$ cat config.mk
export PLATFORM = sky130hd
export DESIGN_NAME = uart_receiver_flat
export DESIGN_NICKNAME = d
export VERILOG_FILES = /design/src/rtl/uart_pkg.sv /design/src/rtl/uart_receiver_if.sv /design/src/rtl/uart_rx_sync.sv /design/src/rtl/uart_receiver.sv /design/src/flat_wrapper.sv
export SDC_FILE = /design/constraint.sdc
export NUM_CORES = 1
export LEC_CHECK = 0
export ABC_AREA = 1
export CAP_MARGIN = 20
export CORE_MARGIN = 1.5
export CORE_UTILIZATION = 59
export CTS_CLUSTER_DIAMETER = 80
export CTS_CLUSTER_SIZE = 16
export DETAILED_ROUTE_END_ITERATION = 8
export PLACE_DENSITY = 0.82
export SKIP_CTS_REPAIR_TIMING = 1
export SYNTH_ARGS = -nofsm -noshare
export SYNTH_HDL_FRONTEND = slang
export SYNTH_SLANG_ARGS = --single-unit
$ cat constraint.sdc
create_clock -name clk -period 2.17 [get_ports clk]
set_clock_uncertainty 0.15 [all_clocks]
set_input_delay 0.217 -clock clk [delete_from_list [all_inputs] [get_ports clk]]
set_output_delay 0.217 -clock clk [all_outputs]
set_load 0.005 [all_outputs]
$ cat src/rtl/uart_pkg.sv
// Frame constants and receiver state encoding shared by the UART transmitter and receiver.
package uart_pkg;

    localparam int DATA_BITS = 8;

    typedef enum logic [2:0] {
        IDLE      = 3'd0,
        START     = 3'd1,
        DATA      = 3'd2,
        STOP      = 3'd3,
        WAIT_HIGH = 3'd4
    } rx_state_t;

endpackage

$ cat src/rtl/uart_receiver_if.sv
// Serial line in, received byte and status out; master is the receiver side.
interface uart_receiver_if;
    import uart_pkg::*;

    logic                 rx;
    logic [DATA_BITS-1:0] data;
    logic                 data_valid;
    logic                 framing_error;
    logic                 busy;

    modport master (input rx, output data, data_valid, framing_error, busy);
    modport slave  (output rx, input data, data_valid, framing_error, busy);

endinterface

$ cat src/rtl/uart_rx_sync.sv
// Two-flop synchronizer for the asynchronous serial line; resets to the idle level 1.
module uart_rx_sync (
    input  logic clk,
    input  logic reset,
    input  logic d,
    output logic q
);

    logic sync_p0;
    logic sync_p1;

    always_ff @(posedge clk or posedge reset) begin
        if (reset) begin
            sync_p0 <= 1'b1;
            sync_p1 <= 1'b1;
        end else begin
            sync_p0 <= d;
            sync_p1 <= sync_p0;
        end
    end

    assign q = sync_p1;

endmodule

$ cat src/rtl/uart_receiver.sv
// 8N1 UART receiver: mid-bit sampling, stop-bit validation, one-cycle valid / framing-error pulses.
module uart_receiver #(
    parameter int CLKS_PER_BIT = 16
) (
    input  logic             clk,
    input  logic             reset,
    uart_receiver_if.master  bus
);
    import uart_pkg::*;

    localparam int HALF  = CLKS_PER_BIT / 2;
    localparam int CNT_W = $clog2(CLKS_PER_BIT);
    localparam logic [CNT_W-1:0] HALF_LAST = CNT_W'(HALF - 1);
    localparam logic [CNT_W-1:0] BIT_LAST  = CNT_W'(CLKS_PER_BIT - 1);
    localparam logic [2:0]       LAST_BIT  = 3'(DATA_BITS - 1);

    rx_state_t            state, state_next;
    logic [CNT_W-1:0]     cyc_cnt, cyc_cnt_next;
    logic [2:0]           bit_cnt, bit_cnt_next;
    logic [DATA_BITS-1:0] shift, shift_next;
    logic [DATA_BITS-1:0] data_q, data_next;
    logic                 valid_q, valid_next;
    logic                 ferr_q, ferr_next;
    logic                 busy_q;
    logic                 rx_s;

    uart_rx_sync u_sync (
        .clk   (clk),
        .reset (reset),
        .d     (bus.rx),
        .q     (rx_s)
    );

    always_comb begin
        state_next   = state;
        cyc_cnt_next = cyc_cnt + 1'b1;
        bit_cnt_next = bit_cnt;
        shift_next   = shift;
        data_next    = data_q;
        valid_next   = 1'b0;
        ferr_next    = 1'b0;
        case (state)
            IDLE: begin
                cyc_cnt_next = '0;
                bit_cnt_next = '0;
                if (!rx_s) state_next = START;
            end
            START: begin
                // A start bit that is gone by mid-bit is line noise, not a frame.
                if (cyc_cnt == HALF_LAST) begin
                    cyc_cnt_next = '0;
                    bit_cnt_next = '0;
                    state_next   = rx_s ? IDLE : DATA;
                end
            end
            DATA: begin
                if (cyc_cnt == BIT_LAST) begin
                    cyc_cnt_next        = '0;
                    shift_next[bit_cnt] = rx_s;
                    if (bit_cnt == LAST_BIT) state_next = STOP;
                    else                     bit_cnt_next = bit_cnt + 3'd1;
                end
            end
            STOP: begin
                if (cyc_cnt == BIT_LAST) begin
                    cyc_cnt_next = '0;
                    if (rx_s) begin
                        data_next  = shift;
                        valid_next = 1'b1;
                        state_next = IDLE;
                    end else begin
                        ferr_next  = 1'b1;
                        state_next = WAIT_HIGH;
                    end
                end
            end
            WAIT_HIGH: begin
                // Hold off until the line recovers so a break is reported only once.
                cyc_cnt_next = '0;
                if (rx_s) state_next = IDLE;
            end
            default: begin
                cyc_cnt_next = '0;
                state_next   = IDLE;
            end
        endcase
    end

    always_ff @(posedge clk or posedge reset) begin
        if (reset) begin
            state   <= IDLE;
            cyc_cnt <= '0;
            bit_cnt <= '0;
            shift   <= '0;
            data_q  <= '0;
            valid_q <= 1'b0;
            ferr_q  <= 1'b0;
            busy_q  <= 1'b0;
        end else begin
            state   <= state_next;
            cyc_cnt <= cyc_cnt_next;
            bit_cnt <= bit_cnt_next;
            shift   <= shift_next;
            data_q  <= data_next;
            valid_q <= valid_next;
            ferr_q  <= ferr_next;
            busy_q  <= (state_next != IDLE);
        end
    end

    assign bus.data          = data_q;
    assign bus.data_valid    = valid_q;
    assign bus.framing_error = ferr_q;
    assign bus.busy          = busy_q;

endmodule

$ cat src/flat_wrapper.sv
// flat-port wrapper written by rule: the top's interface ports become plain ports
module uart_receiver_flat import uart_pkg::*;
#(
    parameter int CLKS_PER_BIT = 16
)
  (clk, reset, bus_rx, bus_data, bus_data_valid, bus_framing_error, bus_busy);
  uart_receiver_if bus_i ();
  input  logic clk;
  input  logic reset;
  input wire logic [$bits(bus_i.rx)-1:0] bus_rx;
  output wire logic [$bits(bus_i.data)-1:0] bus_data;
  output wire logic [$bits(bus_i.data_valid)-1:0] bus_data_valid;
  output wire logic [$bits(bus_i.framing_error)-1:0] bus_framing_error;
  output wire logic [$bits(bus_i.busy)-1:0] bus_busy;
  assign bus_i.rx = bus_rx;
  assign bus_data = bus_i.data;
  assign bus_data_valid = bus_i.data_valid;
  assign bus_framing_error = bus_i.framing_error;
  assign bus_busy = bus_i.busy;
  uart_receiver #(.CLKS_PER_BIT(CLKS_PER_BIT)) u_core (.clk(clk), .reset(reset), .bus(bus_i));
endmodule
# Yosys cells after proc, flatten, opt, wreduce, memory -nomap -nowiden
# Index checks and enable logic that the tools add are counted.
[word_totals]
reg_bits = 31
latchBits = 0
mem_bits_rw = 0
romBits = 0
in_bits = 3
wordCells = 57
mem_count = 0
[classes]
n_addsub = 2
mul = 0
div = 0
order_cmp = 2
n_eq_ne = 10
n_shift = 0
mux = 25
bitwise_logic = 0
n_reduce_logical = 8
[op_table]
columns = ["cell", "count"]
rows = [
  ["two-way mux 3 bit", 10],
  ["one-hot mux 3 bit (5 select lines)", 1],
  ["one-hot mux 3 bit (3 select lines)", 1],
  ["bitwise mux 8 bit", 1],
  ["two-way mux 4 bit", 2],
  ["one-hot mux 4 bit (2 select lines)", 1],
  ["two-way mux 1 bit", 7],
  ["== test 3 x 2 -> 1 bit (second input constant)", 2],
  ["== test 3 bit (second input constant)", 2],
  ["nonzero test 3 bit", 2],
  ["adder 4 x 1 -> 4 bit (second input constant)", 1],
  ["== test 4 x 3 -> 1 bit (second input constant)", 1],
  ["== test 4 bit (second input constant)", 1],
  ["less-than comparator 3 x 4 -> 1 bit (second input constant)", 1],
  ["!= test 2 x 1 -> 1 bit (second input constant)", 2],
  ["AND reduction 4 bit", 1],
  ["adder 3 x 1 -> 3 bit (second input constant)", 1],
  ["demux 1 bit (select 3 bit)", 1],
  ["== test 3 x 1 -> 1 bit (second input constant)", 1],
  ["greater-or-equal comparator 3 x 1 -> 1 bit (second input constant)", 1],
  ["logical NOT 3 bit", 1],
  ["AND reduction 3 bit", 1],
  ["two-way mux 2 bit", 1],
  ["!= test 2 bit (second input constant)", 1],
  ["other kinds (3)", 3],
]

# Logic depth before layout (Yosys ltp)
[logic_depth]
ltp_word = 5
depth_mapped = 8
mapped_depth_nobuf = 8

# Hierarchy
# From an unflattened synthesis, not the netlist that was laid out.
[unflattened]
cells_unflattened = 165
area_unflattened_um2 = 1476.4
[by_module_without_submodules]
columns = ["module", "n_inst", "cells_each", "area_each_um2"]
rows = [
  ["uart_receiver", 1, 162, 1420.1],
  ["uart_rx_sync", 1, 3, 56.3],
]

# Least setup slack after synthesis
# OpenSTA, ideal clock, no wires.
[synth_timing]
kind = "register to register"
start = "register u_core.cyc_cnt[0]"
end = "register u_core.shift[0]"
arrival_time_ns = 1.126
path_slack_ns = 0.775
path_stages_with_launch = 7
n_path_buf = 0
synth_period_minus_slack_ns = 1.395
path_cell_list = "dfrtp_1 > ha_1 > nand2_2 > nor2_4 > nand3_2 > o21ai_1 > nand2_1"
[synth_between]
elab_chain_cells = 2
[synth_rtl]
columns = ["item", "line", "text"]
rows = [
  ["start: declaration", "uart_receiver.sv:18", "logic [CNT_W-1:0] cyc_cnt, cyc_cnt_next;"],
  ["start signal: assignment", "uart_receiver.sv:101", "cyc_cnt <= cyc_cnt_next;"],
  ["== test 4 bit", "uart_receiver.sv:57", "if (cyc_cnt == BIT_LAST) begin"],
  ["AND reduction 2 bit (no source line)", "--", ""],
  ["end signal: assignment", "uart_receiver.sv:103", "shift <= shift_next;"],
  ["end: declaration", "uart_receiver.sv:20", "logic [DATA_BITS-1:0] shift, shift_next;"],
]
# Every way passes these cells.
# A chain may end at the register's enable or synchronous reset.

# Worst setup path in the final report
[layout_timing]
start = "register u_core.bit_cnt[0]"
end = "register u_core.busy_q, in the netlist u_core.bus.busy"
[layout_between]
elab_chain_cells = 5
[layout_rtl]
columns = ["item", "line", "text"]
rows = [
  ["start: declaration", "uart_receiver.sv:19", "logic [2:0] bit_cnt, bit_cnt_next;"],
  ["start signal: assignment", "uart_receiver.sv:102", "bit_cnt <= bit_cnt_next;"],
  ["== test 3 bit", "uart_receiver.sv:60", "if (bit_cnt == LAST_BIT) state_next = STOP;"],
  ["two-way mux 3 bit", "uart_receiver.sv:60", ""],
  ["two-way mux 3 bit", "uart_receiver.sv:57", ""],
  ["one-hot mux 3 bit (5 select lines)", "uart_receiver.sv:42", "case (state)"],
  ["nonzero test 3 bit", "uart_receiver.sv:107", "busy_q <= (state_next != IDLE);"],
  ["end signal: assignment", "uart_receiver.sv:107", ""],
  ["end: declaration", "uart_receiver.sv:24", "logic busy_q;"],
]
# Every way passes these cells.

==> results.cfg <==
[power]
power_frac_seq_pct = 49.0
p_int_mw = 0.9957
swShare_pct = 29.14
p_leak_nw = 0.8910
irDropWorstVdd_mv = 0.9595
power_density_nw_per_um2 = 835.0
p_sw_mw = 0.4095
comb_power_share_pct = 18.4
pwr-share-clk_pct = 32.7

[synthesis]
synth_edf_count = 0
ys_dominant_reg_cell = dfrtp_1
ys_warn_count = 0
syn-num-nets = 167
synthDistinctLibCells = 26
syn_inst = 161
avgSynthCellArea_um2 = 8.922
async_flop_share_pct = 100.0
syn_area_um2 = 1436
yosysSeqAreaShare_pct = 54.18
ys_ff_latch = 31

[timing]
period_minus_slack_ps = 1581
finalSetupTns_ps = 0
tightest_slew_ps = 371.1
fmax_ghz = 0.6326
fin_ws_ps = 589.1
finalHoldViolations = 0
fin_crit_sh_pct = 72.85
whs_ps = 125.7
maxSlewHeadroom_pct = 75.26
setup_viol = 0
rsz0062_at_grt = false
slew_violations = 0

[layout]
final_util_pct = 74.64
drive_above_1_share_pct = 13.81
syn_to_final_growth_pct = 17.16
instances_no_fill = 209
antenna_cells = 0
mostFrequentLayoutCell = nand2_1
final_cell_mix = nand2_1, dfrtp_1, clkdlybuf4s50_1, nor2_1, inv_1
fin_nets = 186

[critical_path]
crit_fanout = 11
cp.arrival_ps = 1630
slowest_delay_ps = 500
critPathKind = reg2reg
cp_slowest_cell = dfrtp_1
cp_cell_sequence = ha_1 > ha_1 > inv_1 > nor2_1 > nor2_1 > nand2_1
crit_path_end_kind = flip-flop
timing.critical_path.required_ps = 2220
crit_path_start_kind = flip-flop
r2r_slack_ps = 590

[grt]
grt_pass1_wl_um = 4429
grt_max_degree = 32
use_met3_pct = 6.286
antenna_found_initial = 0
grt_pass1_vias = 1050
grt_util_met1_pct = 29.87
top_usage_layer = met2
track_usage_pct = 23.02
grt.met2_usage_pct = 35.83
gr-total-overflow = 0

[floorplanning]
die_area_um2 = 2739
die_h_um = 52.34
initial_core_util_pct = 63.71
rows = 17
core_um2 = 2255
fp.dieW_um = 52.34
io_pins = 14

[routing]
drc = 0
final_antenna_net_count = 0
dr.pass1.iters = 4
drt_iter0_markers = 25
totalWireLength_um = 2585
viasPerCell = 5.278
wl_per_cell_um = 12.37
vias = 1103

[clocking]
clk_latency_ps = 310
cts_root_buf = clkbuf_4
cts_buffers = 5
htreeDepth = 2
clkTransAtPathRegs_ps = 100
clock_sinks = 31
cts_tree = built
clock_path_buffers = 2

[min_path]
hold_class = in2async

[place]
pre_cts_ws_ps = 600.2
dpl.hpwl_um = 1906
io_buffers = 13
place_inst = 201
place.gp.congestion = 0.7684

[status]
status = completed

[flow_run]
drv_cap = 0
[Yosys cell counts, types with 2 or more instances]
cell type / instances / area, µm²
clkinv_2: 2 / 10.01
dfrtp_1: 29 / 725.7
dfstp_2: 2 / 52.55
ha_1: 3 / 37.54
inv_1: 10 / 37.54
inv_2: 2 / 7.510
nand2_1: 56 / 210.2
nand2_4: 2 / 22.52
nand3_1: 9 / 45.04
nand3_2: 2 / 20.02
nand4_1: 9 / 56.30
nor2_1: 12 / 45.04
nor2_4: 2 / 22.52
o21ai_1: 9 / 45.04
[worst max-delay path: cells and delay by family, from the launching register on]
family                     cells  cell delay, ps
buffers and inverters          1             110
adders and majority gates      2             430
DFF                            1             500
and+or+nand+nor                3             280
[per-stage QoR]
stage,power [mW],cell area [µm²]
after floorplan,0.8894,1436
after global placement,0.9434,1597
after detailed placement,0.9571,1597
after CTS,1.417,1683
after global routing,1.478,1683
final,1.405,1683
[power groups by stage]
stage,clock network [mW],logic (mW),registers (mW)
2_1_floorplan,0,0.206,0.684
3_5_place_dp,0,0.258,0.700
4_1_cts,0.468,0.260,0.688
3_3_place_gp,0,0.251,0.692
6_report,0.459,0.258,0.688
5_1_grt,0.492,0.289,0.696
[flip-flops by register name, summed over array words and instances (netlist names)]
name / flops
u_core.bus.data_valid: 1
u_core.state: 3
u_core.bus.busy: 1
u_core.u_sync.q: 1
u_core.bus.framing_error: 1
u_core.u_sync.sync_p0: 1
u_core.bit_cnt: 3
u_core.cyc_cnt: 4
u_core.shift: 8
u_core.bus.data: 8
[cell families after synthesis]
logic type	count (synthesis)	synth area share [%]
buffers and inverters	17	4.965
AND/OR/NAND/NOR	99	34.15
flip-flops	31	54.18
adder cells (fa/ha/maj)	3	2.614
AO/OA/AOI/OAI	10	3.484
XOR/XNOR	1	0.6099
[layer usage]
metal	part of all wire (%)	up-vias
met5	0	-
met4	1.4	0
met3	5.3	5
met2	46	32
met1	47	505
li1	-	561
[layout make-up]
cell class | count | area (µm²)
multi-input combinational | 113 | 586.8
timing repair buffer | 14 | 137.6
clock buffer | 6 | 51.30
clock inverter | 2 | 35.03
sequential | 31 | 778.2
inverter | 15 | 58.81
fill | 176 | 571.8
tap | 28 | 35.03
[final timing paths]
| kind | start | endpoint | depth (start not counted) |
|---|---|---|---|
| max | u_core.bit_cnt[0]$_DFFE_PP0P_ | u_core.bus.busy$_DFF_PP0_ | 6 |
| min | reset | u_core.shift[1]$_DFFE_PP0P_ | 3 |
| max reg2reg | u_core.bit_cnt[0]$_DFFE_PP0P_ | u_core.bus.busy$_DFF_PP0_ | 6 |
| min reg2reg | u_core.u_sync.sync_p0$_DFF_PP1_ | u_core.u_sync.q$_DFF_PP1_ | 0 |
| max in group asynchronous | reset | u_core.u_sync.sync_p0$_DFF_PP1_ | 3 |
| min in group clk | bus_rx | u_core.u_sync.sync_p0$_DFF_PP1_ | 1 |
No activity file was read; power rests on OpenSTA's default activity.
